<file path="config.mk">
export PLATFORM = sky130hd
export DESIGN_NAME = valid_pipe
export DESIGN_NICKNAME = d
export VERILOG_FILES = /design/src/rtl/valid_pipe_pkg.sv /design/src/rtl/pipe_stage.sv /design/src/rtl/valid_pipe.sv
export SDC_FILE = /design/constraint.sdc
export NUM_CORES = 1
export LEC_CHECK = 0
export ABC_AREA = 1
export CAP_MARGIN = 10
export CORE_UTILIZATION = 44
export DETAILED_ROUTE_END_ITERATION = 12
export PLACE_DENSITY = 0.76
export SETUP_SLACK_MARGIN = 0.4
export SYNTH_ARGS = -nofsm -noshare
export SYNTH_HDL_FRONTEND = slang
export SYNTH_SLANG_ARGS = --single-unit
</file>
<file path="constraint.sdc">
create_clock -name clk_i -period 1.3 [get_ports clk_i]
set_clock_uncertainty 0.2 [all_clocks]
set_input_delay 0.39 -clock clk_i [delete_from_list [all_inputs] [get_ports clk_i]]
set_output_delay 0.39 -clock clk_i [all_outputs]
set_load 0.01 [all_outputs]
</file>
<file path="src/rtl/valid_pipe_pkg.sv">
// Shared definitions for the valid_pipe delay line and its stage register.
package valid_pipe_pkg;

   // Width needed to hold a count from 0 to n inclusive; never below one bit.
   function automatic int count_w(input int n);
      return (n < 1) ? 1 : $clog2(n + 1);
   endfunction

endpackage

</file>
<file path="src/rtl/pipe_stage.sv">
// One valid+data register of the pipeline. It can take a new beat whenever it
// is empty or its own beat is leaving this cycle.
module pipe_stage #(
   parameter int                 DATA_W     = 8,
   parameter logic [DATA_W-1:0]  RESET_DATA = '0
) (
   input  logic              clk,
   input  logic              rst_n,
   input  logic              flush,
   input  logic              in_valid,
   input  logic [DATA_W-1:0] in_data,
   output logic              in_ready,
   output logic              out_valid,
   output logic [DATA_W-1:0] out_data,
   input  logic              out_ready
);

   assign in_ready = !out_valid || out_ready;

   // Valid/data register; flush clears only the valid bit so the payload
   // keeps showing the last value held.
   always_ff @(posedge clk or negedge rst_n) begin
      if (!rst_n) begin
         out_valid <= 1'b0;
         out_data  <= RESET_DATA;
      end else if (flush) begin
         out_valid <= 1'b0;
      end else if (in_ready) begin
         out_valid <= in_valid;
         if (in_valid) begin
            out_data <= in_data;
         end
      end
   end

endmodule

</file>
<file path="src/rtl/valid_pipe.sv">
// N-stage valid/ready delay line. Beats move forward into any stage that is
// empty or draining, so bubbles collapse under backpressure. The ready chain
// is purely combinational from ready_i back to ready_o (no skid buffer).
module valid_pipe
   import valid_pipe_pkg::*;
#(
   parameter int                 DATA_W     = 8,
   parameter int                 STAGES     = 2,
   parameter logic [DATA_W-1:0]  RESET_DATA = '0
) (
   input  logic                         clk_i,
   input  logic                         rst_n_i,
   input  logic                         valid_i,
   input  logic [DATA_W-1:0]            data_i,
   output logic                         ready_o,
   output logic                         valid_o,
   output logic [DATA_W-1:0]            data_o,
   input  logic                         ready_i,
   input  logic                         flush_i,
   output logic [count_w(STAGES)-1:0]   count_o
);

   localparam int CNT_W = count_w(STAGES);

   // Index k is the input of stage k; index k+1 is its output.
   logic [STAGES:0] vld_chain;
   logic [STAGES:0] rdy_chain;
   logic [DATA_W-1:0] dat_chain [0:STAGES];
   logic [CNT_W-1:0]  cnt;

   assign vld_chain[0]      = valid_i;
   assign dat_chain[0]      = data_i;
   assign rdy_chain[STAGES] = ready_i;

   for (genvar k = 0; k < STAGES; k++) begin : g_stage
      pipe_stage #(
         .DATA_W     (DATA_W),
         .RESET_DATA (RESET_DATA)
      ) u_stage (
         .clk       (clk_i),
         .rst_n     (rst_n_i),
         .flush     (flush_i),
         .in_valid  (vld_chain[k]),
         .in_data   (dat_chain[k]),
         .in_ready  (rdy_chain[k]),
         .out_valid (vld_chain[k+1]),
         .out_data  (dat_chain[k+1]),
         .out_ready (rdy_chain[k+1])
      );
   end

   assign ready_o = rdy_chain[0];
   assign valid_o = vld_chain[STAGES];
   assign data_o  = dat_chain[STAGES];

   // Occupancy: popcount of the registered stage valid bits.
   always_comb begin
      cnt = '0;
      for (int k = 1; k <= STAGES; k++) begin
         cnt = cnt + CNT_W'(vld_chain[k]);
      end
   end

   assign count_o = cnt;

endmodule
</file>
==> run_results.csv, run 1 <==
group,metric,value,unit
finish,syn_to_final_growth,43.8,%
synth,synth_xor_area_share,0,%
clock_tree,cts_hold_buf,0,
grt,track_usage,16.9,%
sta,setup_slack,-0.364,ns
synth,ys_seq_area_share,55.6,%
synth,syn_area,811,µm²
sta,worst_pin_slew,0.247,ns
critical_path,path_max_fanout,2,
sta,fmax,0.601,GHz
routing,drt_iter0_markers,15,
critical_path,cp-end-kind,"primary output",
clock_tree,cts_sinks,18,
power,ir_drop,0.606,mV
routing,first_pass_iters,4,
grt,antenna_found_initial,0,
floorplanning,fp-row-count,15,
clock_tree,cts_tree,"yes",
floorplanning,start_util,47.0,%
grt,grt_pass1_wl,2.46,mm
power,leakage,0.617,nW
synth,synth_fp_nets,101,
routing,vias_per_cell,4.58,
floorplanning,core,1730,µm²
routing,routed_wl,1.54,mm
outcome,outcome,"complete, but fails checks",
sta,rsz0062_at_grt,"yes",
placement,port_buffers,24,
grt,grt_max_degree,19,
synth,synth_top_family_by_area,"simple AND/OR/NAND/NOR gates",
sta,finalSetupTns,-2.73,ns
clock_tree,cts_max_level,1,
sta,finalMaxSlewViolations,0,
synth,synthSimpleGateAreaFrac,32.3,%
critical_path,required,0.71,ns
placement,place_congestion,0.721,
floorplanning,dieArea,2020,µm²
routing,num_vias,664,
synth,synth_compound_area_share,1.23,%
sta,hold_viol,0,
critical_path,critical_path.startpoint_type,"register",
sta,setup_viol,20,
critical_path,slowest_stage,"dfrtp_2",
sta,slew_headroom,83.5,%
synth,synth_mux_area_share,0,%
finish,antennaDiodeCount,0,
critical_path,cp.arrival,1.07,ns
critical_path,path_cells,"ha_4 -> buf_6",
min_path,holdCritPathClass,"in2async",
synth,syn_inst,87,
synth,yosysUniqueCellTypes,12,
synth,avgSynthCellArea,9.32,µm²
clock_tree,clk_latency,0.29,ns
synth,synthAdderAreaFrac,1.54,%
grt,grt_pass1_vias,622,
floorplanning,ios,25,
critical_path,path_class,"reg2out",
synth,synth-seq-cells,18,
routing,routedWlPerCell,10.6,µm
sta,fin_crit_sh,128,%
finish,nets,135,
synth,yosysWarnings,0,
grt,globalRoute.totalOverflow,0,
critical_path,slowest_delay,0.44,ns
finish,nFillCells,158,
sta,period_needed,1.66,ns
finish,post_route_cells_drive_above_1_share,34.2,%
clock_tree,clk_pin_slew,0.10,ns
clock_tree,clock-root-buffer,"clkbuf_4",
power,power_density,1150,nW/µm²
clock_tree,cts_buffers,3,
outcome,failed_checks,"negative setup slack",
floorplanning,die_x,44.9,µm
clock_tree,clockBufferDepth,2,
sta,whs,0.228,ns
floorplanning,die_y,44.9,µm
job,cap_violations,0,
routing,drc,0,
routing,detail-route-antenna-nets,0,
placement,hpwl,1.12,mm
[cell families after synthesis]
logic type / count (synthesis)
AOI/OAI and AO/OA: 2
and+or+nand+nor: 54
adders and majority gates: 1
DFF: 18
buffers and inverters: 12
[report_power, final]
| part | switching [mW] | total [mW] | internal [mW] |
|---|---|---|---|
| combinational | 0.153 | 0.315 | 0.162 |
| clock | 0.168 | 0.338 | 0.170 |
| sequential | 0.0428 | 0.690 | 0.647 |
[path summary, 6_finish.rpt]
check	from	end	slack (ns)	cells after the start
min in group clk_i	g_stage[1].u_stage.out_data[2]	g_stage[1].u_stage.out_data[2]	0.27	2
min	rst_n_i	g_stage[0].u_stage.out_data[3]	0.23	2
max	g_stage[1].u_stage.out_valid	count_o[0]	-0.36	2
min reg2reg	g_stage[1].u_stage.out_data[2]	g_stage[1].u_stage.out_data[2]	0.27	2
max in group asynchronous	rst_n_i	g_stage[1].u_stage.out_valid	0.54	2
max reg2reg	g_stage[1].u_stage.out_valid	g_stage[0].u_stage.out_data[5]	-0.09	6
[timing repair]
item,CTS,global route
pin swaps,2,0
endpoints found under the setup margin,30,30
resized for setup,58,1
setup buffers,2,1
[area by class of cell]
class | count | area [µm²] | share of cell area, %
Clock buffer | 4 | 36.3 | 3.11
Multi-Input combinational cell | 57 | 302 | 25.9
Timing Repair Buffer | 38 | 329 | 28.2
Inverter | 3 | 16.3 | 1.39
Sequential cell | 18 | 452 | 38.7
Tap cell | 25 | 31.3 | 2.68
[per-stage QoR]
step / std cells / power [mW] / utilization, % / area, µm² / setup WS (ns)
final: 145 / 1.34 / 67.5 / 1170 / -0.364
after global routing: 145 / 1.42 / 67.5 / 1170 / -0.405
after CTS: 144 / 1.35 / 66.9 / 1150 / -0.380
after detailed placement: 138 / 1.04 / 65.4 / 1130 / -0.801
after global placement: 138 / 1.03 / 65.4 / 1130 / -0.810
after floorplan: 87 / 0.943 / - / 863 / -0.0159
[layer usage]
metal	track usage, %	share of wire [%]	up-vias
met4	9.09	0.65	0
met5	0	0	-
met3	2.40	3.5	2
met2	28.7	52	14
met1	20.7	43	310
li1	-	-	338
[registers in the layout, summed over array words and instances (netlist names)]
| name | count |
|---|---|
| g_stage.u_stage.out_data | 16 |
| g_stage.u_stage.out_valid | 2 |
[Yosys cell counts (all sizes together)]
| cell | number | area share [%] |
|---|---|---|
| a21oi | 2 | 1.2 |
| buf | 9 | 8.0 |
| dfrtp | 18 | 56 |
| ha | 1 | 1.5 |
| inv | 3 | 1.4 |
| nand2 | 35 | 18 |
| nand3 | 17 | 11 |
| nor2 | 2 | 2.8 |
[placed cells by master (no fill, tap or decap), drive strengths merged]
master / count
nand2: 35
dfrtp: 18
nor2: 2
inv: 3
clkbuf: 4
ha: 1
nand3: 17
buf: 26
clkdlybuf4s50: 10
a21oi: 2
dlygate4sd2: 2
[worst max-delay path: cells and delay by family, from the launching register on]
kind | cells | cell delay, ns
adders and majority gates | 1 | 0.26
DFF | 1 | 0.44
buffers and inverters | 1 | 0.09
Note: power is estimated with default switching activity, not from simulation.
==> run 2: changes to the inputs <==
- SETUP_SLACK_MARGIN: 0.4 -> not set
==> run 2 against run 1 <==
  * The run still ends with negative setup slack left
  * Combinational power increased by 27%
  * Die area unchanged
  * Critical endpoint unchanged
  * Sequential share of layout area decreased by 3.2 points
  * Non-clock buffer count increased by 8
  * Cell count increased by 5.5%
  * Critical path type unchanged
  * Largest cell class unchanged
  * Maximum frequency decreased by 0.96%
  * Sequential cell count unchanged
==> run_results.csv, run 2 (synthesis gave the netlist of run 1 again) <==
group,metric,value,unit
critical_path,critical_path.startpoint_type,"register",
finish,nFillCells,142,
sta,setup_slack,-0.380,ns
finish,regMostFlops,"g_stage.u_stage.out_data",
clock_tree,cts_tree,"yes",
critical_path,path_class,"reg2out",
routing,routed_wl,1.73,mm
clock_tree,cts_buffers,3,
sta,fin_crit_sh,129,%
sta,rsz0062_at_grt,"yes",
critical_path,cp-end-kind,"primary output",
placement,port_buffers,24,
critical_path,path_cells,"ha_4 -> buf_6",
finish,post_route_cells_drive_above_1_share,43.8,%
grt,antenna_found_initial,0,
grt,grt_max_degree,19,
routing,num_vias,703,
critical_path,slowest_stage,"dfrtp_2",
outcome,outcome,"complete, but fails checks",
placement,hpwl,1.17,mm
floorplanning,fp-row-count,15,
finish,largest_register_ffs,16,
routing,detail-route-antenna-nets,0,
finish,final_common_cell,"nand2_1",
routing,drt_iter0_markers,30,
grt,track_usage,20.4,%
sta,period_needed,1.68,ns
job,cap_violations,0,
floorplanning,start_util,47.0,%
finish,antennaDiodeCount,0,
routing,routedWlPerCell,11.3,µm
routing,drc,0,
sta,setup_viol,20,
floorplanning,ios,25,
clock_tree,cts_max_level,1,
critical_path,path_max_fanout,3,
sta,whs,0.218,ns
floorplanning,core,1730,µm²
finish,nets,143,
power,leakage,0.660,nW
grt,grt_pass1_vias,648,
finish,final_util,73.6,%
floorplanning,dieArea,2020,µm²
placement,place_congestion,0.711,
critical_path,cp.arrival,1.09,ns
sta,hold_viol,0,
clock_tree,cts_hold_buf,0,
floorplanning,die_x,44.9,µm
critical_path,cp_top_family,"flip-flops",
power,ir_drop,0.735,mV
clock_tree,clk_pin_slew,0.10,ns
grt,grt_pass1_wl,2.86,mm
sta,finalMaxSlewViolations,0,
critical_path,critPathBufInv,1,
grt,globalRoute.totalOverflow,0,
outcome,failed_checks,"negative setup slack",
clock_tree,clock-root-buffer,"clkbuf_4",
routing,first_pass_iters,9,
sta,finalSetupTns,-2.47,ns
min_path,holdCritPathClass,"in2async",
clock_tree,cts_sinks,18,
sta,slew_headroom,81.2,%
sta,worst_pin_slew,0.282,ns
routing,vias_per_cell,4.59,
floorplanning,die_y,44.9,µm
clock_tree,clk_latency,0.30,ns
finish,layout_common_cells,"nand2_1 (25), dfrtp_1 (17), nand3_1 (16), buf_4 (16)",
power,power_density,1140,nW/µm²
sta,fmax,0.595,GHz
clock_tree,clockBufferDepth,2,
critical_path,required,0.71,ns
finish,reg_top3,"g_stage.u_stage.out_data x16, g_stage.u_stage.out_valid x2",
power,fin_total_pwr,1.44,mW
finish,syn_to_final_growth,56.6,%
critical_path,slowest_delay,0.44,ns
-- run 2: changes by cell type in the layout (fill, tap and decap cells not counted), sizes merged --
cell,change
clkdlybuf4s50,-1
buf,+8
dlygate4sd2,+1
-- run 2: metrics by stage --
step                instances  worst slack [ns]  cell area [µm²]
floorplan                  87           -0.0160              831
global placement          141            -0.807             1170
detailed placement        141            -0.804             1170
CTS                       150            -0.390             1240
global route              153            -0.419             1270
finish                    153            -0.380             1270
-- run 2: timing repair --
action	4_1_cts	5_1_grt
gates resized for setup	67	1
pin swaps	3	0
cloned	1	0
setup endpoints to repair	29	27
buffers inserted	4	3
-- run 2: final cells by class --
class | count | area (µm²) | area share (%)
Multi-Input combinational cell | 57 | 330 | 26.0
Tap cell | 25 | 31.3 | 2.46
Inverter | 3 | 11.3 | 0.887
Sequential cell | 18 | 452 | 35.6
Clock buffer | 4 | 36.3 | 2.86
Timing Repair Buffer | 46 | 409 | 32.2
-- run 2: worst reg2reg max path: stages, from the launching register on --
cell,delay [ns]
dfrtp_1,0.41
buf_4,0.16
nand3_4,0.09
buf_6,0.15
buf_4,0.13
nand3_1,0.07
nand2_1,0.06
-- run 2: power breakdown --
group	leakage, nW	total [mW]	switching [mW]	internal, mW
Sequential	0.227	0.699	0.0516	0.647
Clock	0.0210	0.343	0.172	0.171
Combinational	0.412	0.400	0.170	0.230
-- run 2: per-layer routing --
metal  wire length (µm)  up-vias  track usage [%]
met4                 29        0             12.7
met2                919       16             33.9
li1                   -      352                -
met5                  0        -                0
met1                720      331             24.4
met3                 56        4             3.60
-- run 2: path summary, 6_finish.rpt --
path | startpoint | end | slack (ns) | cells after the start
min reg2reg | g_stage[1].u_stage.out_data[7] | g_stage[1].u_stage.out_data[7] | 0.28 | 2
max reg2reg | g_stage[0].u_stage.out_valid | g_stage[0].u_stage.out_data[7] | -0.06 | 6
min in group clk_i | g_stage[1].u_stage.out_data[7] | g_stage[1].u_stage.out_data[7] | 0.28 | 2
min | rst_n_i | g_stage[1].u_stage.out_data[6] | 0.22 | 2
max | g_stage[1].u_stage.out_valid | count_o[0] | -0.38 | 2
max in group asynchronous | rst_n_i | g_stage[1].u_stage.out_valid | 0.54 | 2
